### config.mk
export PLATFORM = sky130hd
export DESIGN_NAME = mem_req_arbiter_flat
export DESIGN_NICKNAME = d
export VERILOG_FILES = /design/src/rtl/mem_if_pkg.sv /design/src/rtl/mem_req_arbiter_if.sv /design/src/rtl/mem_tag_fifo.sv /design/src/rtl/mem_req_arbiter.sv /design/src/flat_wrapper.sv
export SDC_FILE = /design/constraint.sdc
export NUM_CORES = 1
export LEC_CHECK = 0
export CORE_AREA = 2 2 538 540
export CTS_CLUSTER_SIZE = 16
export DETAILED_ROUTE_END_ITERATION = 12
export DIE_AREA = 0 0 540 542
export SLEW_MARGIN = 20
export SYNTH_ARGS = -nofsm -noshare
export SYNTH_HDL_FRONTEND = slang
export SYNTH_SLANG_ARGS = --single-unit
### constraint.sdc
create_clock -name clk -period 4.4 [get_ports clk]
set_clock_uncertainty 0.1 [all_clocks]
set_input_delay 0.66 -clock clk [delete_from_list [all_inputs] [get_ports clk]]
set_output_delay 0.66 -clock clk [all_outputs]
set_load 0.02 [all_outputs]
### src/rtl/mem_if_pkg.sv
// Shared definitions for the DDR user-port arbiter: line geometry, requester ids
// and the request record.
package mem_if_pkg;

    localparam int MEM_ADDR_W  = 26;
    localparam int MEM_DATA_W  = 256;
    localparam int NUM_MEM_REQ = 2;

    typedef logic req_id_t;

    typedef struct packed {
        logic                  rw;
        logic [MEM_ADDR_W-1:0] addr;
        logic [MEM_DATA_W-1:0] data;
    } mem_req_t;

    function automatic logic [NUM_MEM_REQ-1:0] id_onehot(input req_id_t id);
        logic [NUM_MEM_REQ-1:0] oh;
        oh     = '0;
        oh[id] = 1'b1;
        return oh;
    endfunction

endpackage

### src/rtl/mem_req_arbiter_if.sv
// Requester-side and controller-side signals of the DDR user-port arbiter.
// The arb modport is the arbiter's view, client is the surrounding system's view.
interface mem_req_arbiter_if #(
    parameter int ADDR_W = mem_if_pkg::MEM_ADDR_W,
    parameter int DATA_W = mem_if_pkg::MEM_DATA_W
) ();
    import mem_if_pkg::*;

    logic [NUM_MEM_REQ-1:0]        req_val;
    logic [NUM_MEM_REQ-1:0]        req_rdy;
    logic [NUM_MEM_REQ-1:0]        req_rw;
    logic [NUM_MEM_REQ*ADDR_W-1:0] req_addr;
    logic [NUM_MEM_REQ*DATA_W-1:0] req_data;
    logic [NUM_MEM_REQ-1:0]        resp_val;
    logic [DATA_W-1:0]             resp_data;

    logic                          mem_req_val;
    logic                          mem_req_rdy;
    logic                          mem_req_rw;
    logic [ADDR_W-1:0]             mem_req_addr;
    logic [DATA_W-1:0]             mem_req_data;
    logic                          mem_resp_val;
    logic [DATA_W-1:0]             mem_resp_data;

    logic                          err_orphan_resp;

    modport arb (
        input  req_val, req_rw, req_addr, req_data,
        input  mem_req_rdy, mem_resp_val, mem_resp_data,
        output req_rdy, resp_val, resp_data,
        output mem_req_val, mem_req_rw, mem_req_addr, mem_req_data,
        output err_orphan_resp
    );

    modport client (
        output req_val, req_rw, req_addr, req_data,
        output mem_req_rdy, mem_resp_val, mem_resp_data,
        input  req_rdy, resp_val, resp_data,
        input  mem_req_val, mem_req_rw, mem_req_addr, mem_req_data,
        input  err_orphan_resp
    );

endinterface

### src/rtl/mem_tag_fifo.sv
// In-order FIFO of requester ids for loads issued to the controller; the head
// names the requester that owns the next controller response.
module mem_tag_fifo import mem_if_pkg::*; #(
    parameter  int DEPTH = 4,
    localparam int PTR_W = $clog2(DEPTH),
    localparam int CNT_W = $clog2(DEPTH) + 1
) (
    input  logic             clk,
    input  logic             reset,
    input  logic             push,
    input  req_id_t          push_id,
    input  logic             pop,
    output req_id_t          head,
    output logic             full,
    output logic             empty,
    output logic [CNT_W-1:0] count
);

    req_id_t          tags [DEPTH];
    logic [PTR_W-1:0] wr_ptr;
    logic [PTR_W-1:0] rd_ptr;

    assign head  = tags[rd_ptr];
    assign empty = (count == '0);
    assign full  = (count == CNT_W'(DEPTH));

    always_ff @(posedge clk or negedge reset) begin
        if (!reset) begin
            wr_ptr <= '0;
            rd_ptr <= '0;
            count  <= '0;
        end else begin
            if (push) wr_ptr <= wr_ptr + PTR_W'(1);
            if (pop)  rd_ptr <= rd_ptr + PTR_W'(1);
            case ({push, pop})
                2'b10:   count <= count + CNT_W'(1);
                2'b01:   count <= count - CNT_W'(1);
                default: count <= count;
            endcase
        end
    end

    // Tag storage needs no reset: it is only read while count is non-zero.
    always_ff @(posedge clk) begin
        if (push) tags[wr_ptr] <= push_id;
    end

endmodule

### src/rtl/mem_req_arbiter.sv
// Round-robin share of one DDR controller user port between two requesters,
// with in-order steering of load responses back to the issuing requester.
module mem_req_arbiter import mem_if_pkg::*; #(
    parameter int ADDR_W          = MEM_ADDR_W,
    parameter int DATA_W          = MEM_DATA_W,
    parameter int MAX_OUTSTANDING = 4
) (
    input  logic           clk,
    input  logic           reset,
    mem_req_arbiter_if.arb bus
);

    localparam int CNT_W = $clog2(MAX_OUTSTANDING) + 1;

    logic                   stage_free;
    logic                   load_ok;
    logic [NUM_MEM_REQ-1:0] elig;
    logic                   gnt_any;
    req_id_t                gnt_id;
    logic                   push;
    logic                   pop;
    req_id_t                head_id;
    logic                   fifo_full;
    logic                   fifo_empty;
    logic [CNT_W-1:0]       load_count;

    req_id_t                last_grant;
    logic                   vld_p1;
    logic                   rw_p1;
    logic [ADDR_W-1:0]      addr_p1;
    logic [DATA_W-1:0]      data_p1;
    logic [NUM_MEM_REQ-1:0] resp_vld_p1;
    logic [DATA_W-1:0]      resp_data_p1;
    logic                   err_orphan;

    // Arbitration: load_count is the value at cycle start, so a same-cycle pop never opens a slot.
    always_comb begin
        stage_free = !vld_p1 || bus.mem_req_rdy;
        load_ok    = (load_count < CNT_W'(MAX_OUTSTANDING));
        for (int i = 0; i < NUM_MEM_REQ; i++) begin
            elig[i] = bus.req_val[i] && stage_free && (bus.req_rw[i] || load_ok);
        end
        gnt_any = |elig;
        if (&elig)        gnt_id = !last_grant;
        else if (elig[1]) gnt_id = 1'b1;
        else              gnt_id = 1'b0;
        push = gnt_any && !bus.req_rw[gnt_id];
        pop  = bus.mem_resp_val && !fifo_empty;
    end

    assign bus.req_rdy = (gnt_any && reset) ? id_onehot(gnt_id) : '0;

    mem_tag_fifo #(
        .DEPTH (MAX_OUTSTANDING)
    ) u_tag_fifo (
        .clk     (clk),
        .reset   (reset),
        .push    (push),
        .push_id (gnt_id),
        .pop     (pop),
        .head    (head_id),
        .full    (fifo_full),
        .empty   (fifo_empty),
        .count   (load_count)
    );

    // Stage p1: registered controller request and registered response steering.
    always_ff @(posedge clk or negedge reset) begin
        if (!reset) begin
            last_grant   <= 1'b1;
            vld_p1       <= 1'b0;
            rw_p1        <= 1'b0;
            addr_p1      <= '0;
            data_p1      <= '0;
            resp_vld_p1  <= '0;
            resp_data_p1 <= '0;
            err_orphan   <= 1'b0;
        end else begin
            if (gnt_any) begin
                vld_p1     <= 1'b1;
                rw_p1      <= bus.req_rw[gnt_id];
                addr_p1    <= bus.req_addr[int'(gnt_id)*ADDR_W +: ADDR_W];
                data_p1    <= bus.req_data[int'(gnt_id)*DATA_W +: DATA_W];
                last_grant <= gnt_id;
            end else if (bus.mem_req_rdy) begin
                vld_p1 <= 1'b0;
            end
            resp_vld_p1 <= pop ? id_onehot(head_id) : '0;
            if (pop) resp_data_p1 <= bus.mem_resp_data;
            if (bus.mem_resp_val && fifo_empty) err_orphan <= 1'b1;
        end
    end

    assign bus.mem_req_val     = vld_p1;
    assign bus.mem_req_rw      = rw_p1;
    assign bus.mem_req_addr    = addr_p1;
    assign bus.mem_req_data    = data_p1;
    assign bus.resp_val        = resp_vld_p1;
    assign bus.resp_data       = resp_data_p1;
    assign bus.err_orphan_resp = err_orphan;

endmodule

### src/flat_wrapper.sv
// flat-port wrapper written by rule: the top's interface ports become plain ports
module mem_req_arbiter_flat import mem_if_pkg::*;
#(
    parameter int ADDR_W          = MEM_ADDR_W,
    parameter int DATA_W          = MEM_DATA_W,
    parameter int MAX_OUTSTANDING = 4
)
  (clk, reset, bus_req_val, bus_req_rw, bus_req_addr, bus_req_data, bus_mem_req_rdy, bus_mem_resp_val, bus_mem_resp_data, bus_req_rdy, bus_resp_val, bus_resp_data, bus_mem_req_val, bus_mem_req_rw, bus_mem_req_addr, bus_mem_req_data, bus_err_orphan_resp);
  mem_req_arbiter_if #(.ADDR_W(ADDR_W), .DATA_W(DATA_W)) bus_i ();
  input  logic clk;
  input  logic reset;
  input wire logic [$bits(bus_i.req_val)-1:0] bus_req_val;
  input wire logic [$bits(bus_i.req_rw)-1:0] bus_req_rw;
  input wire logic [$bits(bus_i.req_addr)-1:0] bus_req_addr;
  input wire logic [$bits(bus_i.req_data)-1:0] bus_req_data;
  input wire logic [$bits(bus_i.mem_req_rdy)-1:0] bus_mem_req_rdy;
  input wire logic [$bits(bus_i.mem_resp_val)-1:0] bus_mem_resp_val;
  input wire logic [$bits(bus_i.mem_resp_data)-1:0] bus_mem_resp_data;
  output wire logic [$bits(bus_i.req_rdy)-1:0] bus_req_rdy;
  output wire logic [$bits(bus_i.resp_val)-1:0] bus_resp_val;
  output wire logic [$bits(bus_i.resp_data)-1:0] bus_resp_data;
  output wire logic [$bits(bus_i.mem_req_val)-1:0] bus_mem_req_val;
  output wire logic [$bits(bus_i.mem_req_rw)-1:0] bus_mem_req_rw;
  output wire logic [$bits(bus_i.mem_req_addr)-1:0] bus_mem_req_addr;
  output wire logic [$bits(bus_i.mem_req_data)-1:0] bus_mem_req_data;
  output wire logic [$bits(bus_i.err_orphan_resp)-1:0] bus_err_orphan_resp;
  assign bus_i.req_val = bus_req_val;
  assign bus_i.req_rw = bus_req_rw;
  assign bus_i.req_addr = bus_req_addr;
  assign bus_i.req_data = bus_req_data;
  assign bus_i.mem_req_rdy = bus_mem_req_rdy;
  assign bus_i.mem_resp_val = bus_mem_resp_val;
  assign bus_i.mem_resp_data = bus_mem_resp_data;
  assign bus_req_rdy = bus_i.req_rdy;
  assign bus_resp_val = bus_i.resp_val;
  assign bus_resp_data = bus_i.resp_data;
  assign bus_mem_req_val = bus_i.mem_req_val;
  assign bus_mem_req_rw = bus_i.mem_req_rw;
  assign bus_mem_req_addr = bus_i.mem_req_addr;
  assign bus_mem_req_data = bus_i.mem_req_data;
  assign bus_err_orphan_resp = bus_i.err_orphan_resp;
  mem_req_arbiter #(.ADDR_W(ADDR_W), .DATA_W(DATA_W), .MAX_OUTSTANDING(MAX_OUTSTANDING)) u_core (.clk(clk), .reset(reset), .bus(bus_i));
endmodule
==> impl_results.md, run 1 <==
- CTS tree: done
- Worst Path Required: 3.64 ns
- CTS-repair resized insts: 0
- Maxcap violations: 0
- I/O Buffers: about 1.4k
- CTS buffer count: 78
- Fill cells: 32.03k
- Flop pwr share: between 30% and 40%
- Total die area: 292700 µm²
- Switch share: about two fifths
- R2R Path End: u_core.bus.mem_req_data[98]
- Post-Synth Adder-Cell Area: 0.3622%
- Largest family of logic cells by synthesized area: simple AND/OR/NAND/NOR gates
- Clock buffer depth: 4
- Largest net degree at the start of global routing: 178
- Max incr delay on CP: 0.61 ns
- Initial antenna violation count: between 200 and 250
- Via count: 23.62k
- Top_reg_cell synth: dfrtp_1
- Leak: 18.52 nW
- Simple-Gate Fraction of Synth Area: 21.08%
- Fraction of registers with async set/reset: 99.28%
- Post-synth cell types: 32
- Placed Cells: 7124
- IO Pins: about 1.4k
- Initial Util: under 10%
- Register area share after synthesis: 61.02%
- Peak VDD IR: roughly 0.00031 V
- WL/cell: between 20 and 30 µm
- Post-synth top area cell: dfrtp_1
- Top cells by area, synth: dfrtp_1 60%, nand2_1 13%, a221o_1 12%
- Post-Synthesis Cells: about 2.1k
- Worst path arrival time: 2.61 ns
- Final Net Count: ~4.3k
- Syn Nets: just under 3k
- Clock sinks: 555
- Post-CTS Setup Inserts: 0
- Worst Hold Path Cells: 3
- Final Util: 15.14%
- Clock Pin Slew Worst Setup and Hold Paths: 0.06 ns
- Vias in the first global route: 24.30k
- Worst path most repeated cell: and2_1
- Final Cycle Share: 76.55%
- Post-place setup slack: 1.169 ns
- Area share of the leading cell type in the synthesized netlist: 60.37%
- Yosys warning count: 0
- Skew-Pair Late Insertion Delay: 0.77 ns
- NetSw: 0.01134 W
- Register area: 13910 µm²
- Hold path start: bus_mem_resp_data[245]
- Worst-margin pin slew: roughly 1.2 ns
- Hold crit path type: in2reg
- First-pass DRT Iterations: 5
- Gate power share: 46.0%
- DRC: 0
- Syn Area/Cell: around 11 µm²
- Setup Viol. Count Final: 0
- RSZ-0062 raised after global routing: false
- Worst slew margin: a little over a fifth
- Final setup margin: 1.032 ns
- Number of synthesized flops with an enable pin: 4
- Yosys reg bits: 555
- CP max-delay cell: clkdlybuf4s50_1
- FP Rows: 197
- CP delay by family, top: buffers and inverters
- Synthesized area: 22800 µm²
- Status: completed
- Routability congestion estimate: 0.9365
- Commonest cells post-synth: 771 x nand2_1, 550 x dfrtp_1, 284 x and3_1, 282 x a221o_1, 78 x buf_2
- Crit path cell chain: nand2b_1, and2_1, a21oi_4, and2_1, clkdlybuf4s50_1
- Final hold vios: 0
- Area post-placement: approximately 41000 µm²
- TNS Setup: 0 ns
- Power Dens Cells: 638.4 nW/µm²
- Clock root buffer: clkbuf_16
- Hpwl dp: 170.0 mm
- Min Tclk post-route: 3.368 ns
- Vias per cell: about 3.2
- Max-slew violation count: 0
- Reg-to-reg slack, setup: 1.79 ns
- Area of the multi-input gates: 7891 µm²
- H-tree Lvls: 3
- Final ANT Viol Nets: 0
- Clock power frac: 23.7%
- Reg2Reg Launch Point: u_core.u_tag_fifo.count[2]
- Die W: 540 µm
- GRT Total Usage: roughly an eighth
- XOR/XNOR Fraction of Synth Area: less than 1%
- R2r worst-path depth: 6
- Critical path buffers and inverters: 1
- Kind of end point of the critical path: output pin
- Crit path kind: reg2out
- Layout cells sized above 1: around 4.5%
- Global-route wire length before repair: 252.1 mm
- Complex-gate fraction of the synthesized area: between 10% and 20%
- Area of the core: around 290000 µm²
- Setup crit start kind: flop
- Mux cell area share after synthesis: 0.1921%
- Most numerous cell in the Yosys netlist: nand2_1
- DR iter-0 viols: around 1.7k
- Area growth, synth to finish: 90.51%
- Critical path peak fanout: 5
- Die height: 542 µm
- Drt total wl: 199.7 mm
- Hold path endpoint: u_core.bus.resp_data[245]
- Design area: 43430 µm²
- Finished Layout Cells: 7307
- Cell internal pwr: 0.01638 W
- Fmax: 0.2969 GHz
- Grt ovf: 0
[worst min-delay path: stages]
cell and delay (ns):
clkdlybuf4s50_1 0.39, nand2_1 0.05, nand2_1 0.04
[cell type report]
| type | instances | area share (%) |
|---|---|---|
| diodes | 51 | 0.2939 |
| multi-input cells | 1381 | 18.17 |
| clock buffers | 101 | 5.019 |
| repair buffers | 1398 | 32.61 |
| flip-flops and latches | 555 | 32.03 |
| inverters | 10 | 0.1037 |
| clock inverters | 30 | 0.8873 |
| well taps | 3781 | 10.89 |
[cell families after synthesis]
family                   count (synthesis)
AND/OR/NAND/NOR                       1078
flip-flops                             555
AO/OA/AOI/OAI                          288
buffers and inverters                  192
XOR/XNOR                                 6
adder cells (fa/ha/maj)                  6
multiplexers                             3
[sequential cells by signal, summed over array words and instances, names as in the netlist]
register                    cells
u_core.bus.err_orphan_resp      1
u_core.bus.mem_req_addr        26
u_core.bus.mem_req_data       256
u_core.bus.mem_req_rw           1
u_core.bus.mem_req_val          1
u_core.bus.resp_data          256
u_core.bus.resp_val             2
u_core.last_grant               1
u_core.u_tag_fifo.count         3
u_core.u_tag_fifo.rd_ptr        2
u_core.u_tag_fifo.tags          4
u_core.u_tag_fifo.wr_ptr        2
[routing by layer]
| layer | vias to the layer above | GRT usage, % | routed length [µm] |
|---|---|---|---|
| li1 | 10130 | - | - |
| met1 | 11260 | 13.16 | 68450 |
| met2 | 1541 | 21.43 | 90610 |
| met3 | 566 | 7.789 | 27140 |
| met4 | 126 | 6.990 | 12760 |
| met5 | - | 0 | 790 |
[power groups by stage]
| stage | registers [W] | clock network, W | logic (W) |
|---|---|---|---|
| after floorplan | 0.0106 | 0 | 0.00303 |
| after global placement | 0.00840 | 0 | 0.0129 |
| after detailed placement | 0.00840 | 0 | 0.0130 |
| final | 0.00841 | 0.00657 | 0.0127 |
| after global routing | 0.00864 | 0.00704 | 0.0135 |
| after CTS | 0.00839 | 0.00687 | 0.0130 |
[how the worst max path moves through the flow]
stage                                     from                          to  depth (start not counted)
CTS                 u_core.u_tag_fifo.count[2]              bus_req_rdy[0]                          5
global route        u_core.u_tag_fifo.count[2]              bus_req_rdy[0]                          5
global placement                bus_req_val[0]  u_core.u_tag_fifo.count[2]                         12
finish              u_core.u_tag_fifo.count[2]              bus_req_rdy[0]                          5
floorplan                        bus_req_rw[1]              bus_req_rdy[0]                          6
detailed placement               bus_req_rw[1]              bus_req_rdy[0]                          6
[layout by cell type, fill, tap and decap left out, types with 2 or more instances in the layout]
| master | count |
|---|---|
| clkdlybuf4s50_1 | 1371 |
| nand2_1 | 771 |
| dfrtp_1 | 550 |
| and3_1 | 283 |
| a221o_1 | 282 |
| clkbuf_16 | 79 |
| diode_2 | 51 |
| buf_12 | 18 |
| clkbuf_8 | 12 |
| clkbuf_1 | 10 |
| and2_1 | 9 |
| inv_1 | 9 |
| clkinv_2 | 8 |
| buf_4 | 7 |
| bufinv_16 | 6 |
| ha_1 | 5 |
| clkinvlp_4 | 5 |
| xnor2_1 | 4 |
| clkinv_4 | 4 |
| inv_6 | 4 |
| edfxtp_1 | 4 |
| nor2_1 | 3 |
| nand2b_1 | 3 |
| xor2_1 | 2 |
| nor3_1 | 2 |
| inv_8 | 2 |
| nor2b_1 | 2 |
[stage by stage]
step	total power [W]	hold slack [ns]
after floorplan	0.01363	0.2644
after global placement	0.02129	0.3507
after detailed placement	0.02143	0.3468
after CTS	0.02832	0.1784
after global routing	0.02921	0.2242
final	0.02773	0.2741
[repair_timing]
item | 4_1_cts | 5_1_grt
hold endpoints to repair | 49 | 0
endpoints found under the setup margin | 0 | 0
hold buffers | 1 | 0
Note: power is estimated with default switching activity, not from simulation.
==> run 2: changes to the inputs <==
==> constraint.sdc (replaced) <==
create_clock -name clk -period 3.2 [get_ports clk]
set_clock_uncertainty 0.1 [all_clocks]
set_input_delay 0.48 -clock clk [delete_from_list [all_inputs] [get_ports clk]]
set_output_delay 0.48 -clock clk [all_outputs]
set_load 0.02 [all_outputs]
==> run 2 against run 1 <==
  * Final area increased by 0.18%
  * Global-route usage about the same
  * Total power increased by 37%
  * Worst hold slack got worse by 0.17 ns
  * Critical path type unchanged
==> impl_results.md, run 2 (same netlist as run 1, synthesis figures left out) <==
- Vias in the first global route: 24.00k (was 24.30k)
- Leak: 18.59 nW (was 18.52 nW)
- Die height: 542 µm (unchanged)
- Setup crit start kind: flop (unchanged)
- Status: completed (unchanged)
- Fmax: 0.3300 GHz
- R2r worst-path depth: 10 (was 6)
- NetSw: 0.01564 W (was 0.01134 W)
- Area growth, synth to finish: 90.85% (was 90.51%)
- Worst slew margin: 25.28% (was 21.33%)
- First-pass DRT Iterations: 6 (was 5)
- Global-route wire length before repair: 250.6 mm (was 252.1 mm)
- Layout cells sized above 1: 5.090% (was 4.518%)
- Final ANT Viol Nets: 0 (unchanged)
- Total die area: 292700 µm² (unchanged)
- Critical path peak fanout: 5 (unchanged)
- Final Net Count: 4285 (was 4258)
- IO Pins: 1373 (unchanged)
- GRT Total Usage: 13.14% (was 13.17%)
- Post-CTS Setup Inserts: 0 (unchanged)
- Tot Pwr: 0.03785 W (was 0.02773 W)
- Hpwl dp: 172.1 mm (was 170.0 mm)
- TNS Setup: 0 ns (unchanged)
- Maxcap violations: 0 (unchanged)
- Flop pwr share: 30.7% (was 30.3%)
- Hold crit path type: in2reg (unchanged)
- Clock sinks: 555 (unchanged)
- DR iter-0 viols: 1685 (was 1678)
- Worst path arrival time: 2.45 ns (was 2.61 ns)
- FP Rows: 197 (unchanged)
- Commonest non-fill, non-tap cell in the layout: clkdlybuf4s50_1 (unchanged)
- Crit path kind: reg2out (unchanged)
- Via count: 23.87k (was 23.62k)
- Die W: 540 µm (unchanged)
- Peak VDD IR: 0.0004255 V (was 0.0003134 V)
- Routability congestion estimate: 0.9466 (was 0.9365)
- Initial antenna violation count: 220 (unchanged)
- Placed Cells: 7148 (was 7124)
- Setup Viol. Count Final: 0 (unchanged)
- Final Util: 15.16% (was 15.14%)
- CTS buffer count: 77 (was 78)
- Clock power frac: 22.5% (was 23.7%)
- Worst-margin pin slew: 1.121 ns (was 1.180 ns)
- Fill cells: 32.04k (was 32.03k)
- Area of the core: 286900 µm² (unchanged)
- Cell internal pwr: 0.02221 W (was 0.01638 W)
- H-tree Lvls: 3 (unchanged)
- Largest net degree at the start of global routing: 158 (was 178)
- RSZ-0062 raised after global routing: false (unchanged)
- Worst Path Required: 2.62 ns (was 3.64 ns)
- DRC: 0 (unchanged)
- WL/cell: 27.38 µm (was 27.34 µm)
- Final Cycle Share: around 95%
- CTS tree: done (unchanged)
- Final hold vios: 0 (unchanged)
- Kind of end point of the critical path: output pin (unchanged)
- Drt total wl: 200.4 mm (was 199.7 mm)
- Max-slew violation count: 0 (unchanged)
- I/O Buffers: 1372 (unchanged)
- Clock root buffer: clkbuf_16 (unchanged)
- Gate power share: 46.8% (was 46.0%)
- Clock buffer depth: 4 (unchanged)
- Final hold slack: 0.1040 ns (was 0.2741 ns)
- Min Tclk post-route: 3.030 ns
- Finished Layout Cells: 7320 (was 7307)
- Power Dens Cells: 870.0 nW/µm² (was 638.4 nW/µm²)
- Vias per cell: 3.261 (was 3.233)
- Initial Util: 7.946% (unchanged)
- Skew-Pair Late Insertion Delay: 0.74 ns (was 0.77 ns)
- Clock Pin Slew Worst Setup and Hold Paths: 0.06 ns (about the same)
- Grt ovf: 0 (unchanged)
- Most frequent cells in the layout: 1370 x clkdlybuf4s50_1, 771 x nand2_1, 549 x dfrtp_1 (was 1371 x clkdlybuf4s50_1, 771 x nand2_1, 550 x dfrtp_1)
- Switch share: 41.32% (was 40.92%)
- Worst Hold Path Cells: 3 (unchanged)
[run 2: repair_timing]
| item | in CTS | in global routing |
|---|---|---|
| hold buffers | 5 | 0 |
| endpoints found under the setup margin | 0 | 1 |
| resized for setup | 0 | 1 |
| hold endpoints to repair | 286 | 0 |
[run 2: stage by stage]
step	cell area, µm²	setup WS [ns]
6_report	43510	0.1696
5_1_grt	43470	0.02202
4_1_cts	43400	0.01056
3_5_place_dp	40930	0.3432
3_3_place_gp	40930	0.2529
2_1_floorplan	22800	0.9376
[run 2: power groups by stage]
| stage | logic (W) | registers (W) | clock network [W] |
|---|---|---|---|
| finish | 0.0177 | 0.0116 | 0.00852 |
| CTS | 0.0181 | 0.0116 | 0.00894 |
| detailed placement | 0.0181 | 0.0116 | 0 |
| global placement | 0.0179 | 0.0116 | 0 |
| floorplan | 0.00416 | 0.0146 | 0 |
| global route | 0.0188 | 0.0119 | 0.00918 |
[run 2: layout make-up]
type                            count  area [µm²]  area share [%]
Timing Repair Buffer             1426       14400           33.11
Multi-Input combinational cell   1381        7891           18.14
Inverter                           10       45.04          0.1035
Clock buffer                       98        2126           4.886
Tap cell                         3781        4731           10.87
Clock inverter                     27       295.3          0.6787
Antenna cell                       42       105.1          0.2416
Sequential cell                   555       13910           31.97
[run 2: final timing paths]
check | startpoint | end | slack, ns
setup / recovery | u_core.u_tag_fifo.count[2] | bus_req_rdy[0] | 0.17
hold / removal | bus_mem_resp_data[252] | u_core.bus.resp_data[252] | 0.10
setup reg to reg | u_core.last_grant | u_core.u_tag_fifo.count[2] | 0.75
hold reg to reg | u_core.bus.resp_data[119] | u_core.bus.resp_data[119] | 0.37
max in group asynchronous | reset | u_core.bus.mem_req_data[93] | 1.59
min in group asynchronous | reset | u_core.bus.mem_req_data[161] | 0.28
[run 2: critical path: stages, from the launching register on]
cell,delay [ns]
dfrtp_2,0.46
nand2b_1,0.18
nand3_1,0.15
a21oi_4,0.18
and2_1,0.15
clkdlybuf4s50_1,0.59
[run 2: metal layers]
metal  vias up  global-route usage, %  share of wire [%]
met5         -                      0               0.38
met4       116                  5.761                5.0
met3       532                  7.676                 14
met2      1663                  22.03                 47
met1     11380                  13.11                 34
li1      10180                      -                  -
==> run 3: changes to the inputs <==
--- a/config.mk
+++ b/config.mk
@@ -5,11 +5,12 @@
 export SDC_FILE = /design/constraint.sdc
 export NUM_CORES = 1
 export LEC_CHECK = 0
-export CORE_AREA = 2 2 538 540
+export CORE_AREA = 3 3 530 532
 export CTS_CLUSTER_SIZE = 16
 export DETAILED_ROUTE_END_ITERATION = 12
-export DIE_AREA = 0 0 540 542
+export DIE_AREA = 0 0 533 535
 export SLEW_MARGIN = 20
 export SYNTH_ARGS = -nofsm -noshare
 export SYNTH_HDL_FRONTEND = slang
+export SYNTH_HIERARCHICAL = 1
 export SYNTH_SLANG_ARGS = --single-unit
==> run 3 against run 2 <==
  * Critical path depth rose by 1
  * Sequential share of layout area fell by 0.62 points
  * Non-clock buffer count rose by 6
  * Maximum frequency rose by 2.3%
  * Total power rose by 3.3%
  * Count of clock-buffer cells in the layout rose by 13
  * Area after synthesis rose by 2.4%
  * Synthesized cell count fell by 26%
  * First-iteration DRC count fell by 12%
  * Largest cell class unchanged
  * Largest power group unchanged
==> impl_results.md, run 3 <==
- CTS buffer count: 80 (was 77)
- Final Cycle Share: 92.54% (was 94.70%)
- Final Net Count: 3776 (was 4285)
- Max-slew violation count: 0 (unchanged)
- Final hold slack: 0.2092 ns (was 0.1040 ns)
- Setup Viol. Count Final: 0 (unchanged)
- Global-route wire length before repair: 244.1 mm (was 250.6 mm)
- Worst-margin pin slew: 0.9986 ns (was 1.121 ns)
- CTS tree: done (unchanged)
- Yosys warning count: 6 (was 0)
- Area post-placement: 41630 µm² (was 40930 µm²)
- Layout cells sized above 1: 14.92% (was 5.090%)
- Fmax: 0.3377 GHz (was 0.3300 GHz)
- Worst Path Required: 2.62 ns (about the same)
- Crit path kind: reg2out (unchanged)
- NetSw: 0.01535 W (was 0.01564 W)
- GRT Total Usage: 13.03% (was 13.14%)
- Skew-Pair Late Insertion Delay: 0.73 ns (was 0.74 ns)
- Critical path peak fanout: 5 (unchanged)
- Peak VDD IR: 0.0004529 V (was 0.0004255 V)
- Hpwl dp: 166.0 mm (was 172.1 mm)
- Synthesized area: 23350 µm² (was 22800 µm²)
- Largest net degree at the start of global routing: 133 (was 158)
- Commonest non-fill, non-tap cell in the layout: clkdlybuf4s50_1 (unchanged)
- First-pass DRT Iterations: 5 (was 6)
- Finished Layout Cells: 6752 (was 7320)
- Power Dens Cells: 881.6 nW/µm² (was 870.0 nW/µm²)
- Switch share: 39.24% (was 41.32%)
- TNS Setup: 0 ns (unchanged)
- H-tree Lvls: 3 (unchanged)
- Area growth, synth to finish: 90.05% (was 90.85%)
- Worst slew margin: 33.43% (was 25.28%)
- Leak: 15.78 nW (was 18.59 nW)
- Vias per cell: 3.243 (was 3.261)
- Grt ovf: 0 (unchanged)
- Post-CTS Setup Inserts: 0 (unchanged)
- Status: completed (unchanged)
- Most frequent cells in the layout: 1368 x clkdlybuf4s50_1, 550 x dfrtp_1, 283 x o221a_1 (was 1370 x clkdlybuf4s50_1, 771 x nand2_1, 549 x dfrtp_1)
- DR iter-0 viols: 1476 (was 1685)
- Kind of end point of the critical path: output pin (unchanged)
- Final ANT Viol Nets: 0 (unchanged)
- Die height: 535 µm (was 542 µm)
- Final hold vios: 0 (unchanged)
- Drt total wl: 194.6 mm (was 200.4 mm)
- Syn Area/Cell: 14.75 µm² (was 10.71 µm²)
- Die W: 533 µm (was 540 µm)
- Initial antenna violation count: 213 (was 220)
- Maxcap violations: 0 (unchanged)
- Cell internal pwr: 0.02377 W (was 0.02221 W)
- Post-Synthesis Cells: 1583 (was 2128)
- Total die area: 285200 µm² (was 292700 µm²)
- Clock buffer depth: 4 (unchanged)
- Area of the core: 276500 µm² (was 286900 µm²)
- Initial Util: 8.444% (was 7.946%)
- Placed Cells: 6564 (was 7148)
- WL/cell: 28.81 µm (was 27.38 µm)
- Syn Nets: 2417 (was 2962)
- Clock sinks: 555 (unchanged)
- Routability congestion estimate: 0.9476 (was 0.9466)
- DRC: 0 (unchanged)
- Worst path arrival time: 2.38 ns (was 2.45 ns)
- RSZ-0062 raised after global routing: false (unchanged)
- Hold crit path type: in2reg (unchanged)
- Via count: 21.90k (was 23.87k)
- FP Rows: 193 (was 197)
- Flop pwr share: 29.3% (was 30.7%)
- Gate power share: 47.5% (was 46.8%)
- Vias in the first global route: 22.48k (was 24.00k)
- I/O Buffers: 1372 (unchanged)
- Clock Pin Slew Worst Setup and Hold Paths: 0.06 ns (about the same)
- IO Pins: 1373 (unchanged)
- Clock root buffer: clkbuf_16 (unchanged)
- Min Tclk post-route: 2.961 ns (was 3.030 ns)
- Design area: 44370 µm² (was 43510 µm²)
- Clock power frac: 23.2% (was 22.5%)
- Setup crit start kind: flop (unchanged)
## run 3: worst max-delay path, stage by stage, from the launching register on
cell      delay [ns]
dfrtp_1         0.49
nand2b_1        0.22
nand3_4         0.13
or2_4           0.36
inv_2           0.11
and2_1          0.18
buf_12          0.14
## run 3: cell type report
cell class	instances	area, µm²
Timing Repair Buffer	1432	14470
Tap cell	3705	4636
Clock buffer	111	2260
Inverter	8	30.03
Clock inverter	25	341.6
Sequential cell	555	13910
Fill cell	30440	232100
Multi-Input combinational cell	865	8592
Antenna cell	51	127.6
## run 3: what timing repair did
item	in CTS	in global routing
endpoints found under the hold margin	114	0
hold buffers	1	0
gates resized for setup	1	0
endpoints found under the setup margin	1	0
## run 3: routing by layer
layer  GRT usage (%)  vias to the layer above  routed length [µm]
met5               0                        -                1080
met2           19.52                     1549               82990
met4           5.688                      168                9480
li1                -                     8925                   -
met1           14.42                    10790               72220
met3           8.420                      465               28790
## run 3: power by group through the flow
stage / Clock, W / Sequential [W] / Combinational, W
after floorplan: 0 / 0.0144 / 0.00495
after global placement: 0 / 0.0114 / 0.0187
after detailed placement: 0 / 0.0114 / 0.0188
after CTS: 0.00945 / 0.0114 / 0.0188
after global routing: 0.00968 / 0.0118 / 0.0193
final: 0.00908 / 0.0115 / 0.0186
## run 3: path summary, 6_finish.rpt
check | startpoint | endpoint | slack (ns) | depth (start not counted)
worst max-delay path | u_core/u_tag_fifo/count[2] | bus_req_rdy[1] | 0.24 | 6
worst min-delay path | bus_mem_resp_data[106] | u_core/bus.resp_data[106] | 0.21 | 2
worst max register to register | u_core/u_tag_fifo/count[2] | u_core/u_tag_fifo/count[2] | 0.56 | 11
worst min register to register | u_core/bus.err_orphan_resp | u_core/bus.err_orphan_resp | 0.37 | 1
max in group asynchronous | reset | u_core/bus.resp_data[69] | 1.37 | 5
min in group asynchronous | reset | u_core/bus.mem_req_data[12] | 0.50 | 4
## run 3: stage by stage
stage	power [W]	worst slack (ns)	utilization, %
after CTS	0.03974	0.1444	16.00
after detailed placement	0.03022	0.1606	15.06
after floorplan	0.01932	0.4902	-
after global placement	0.03007	0.04719	15.06
after global routing	0.04073	0.09428	16.03
final	0.03911	0.2388	16.05
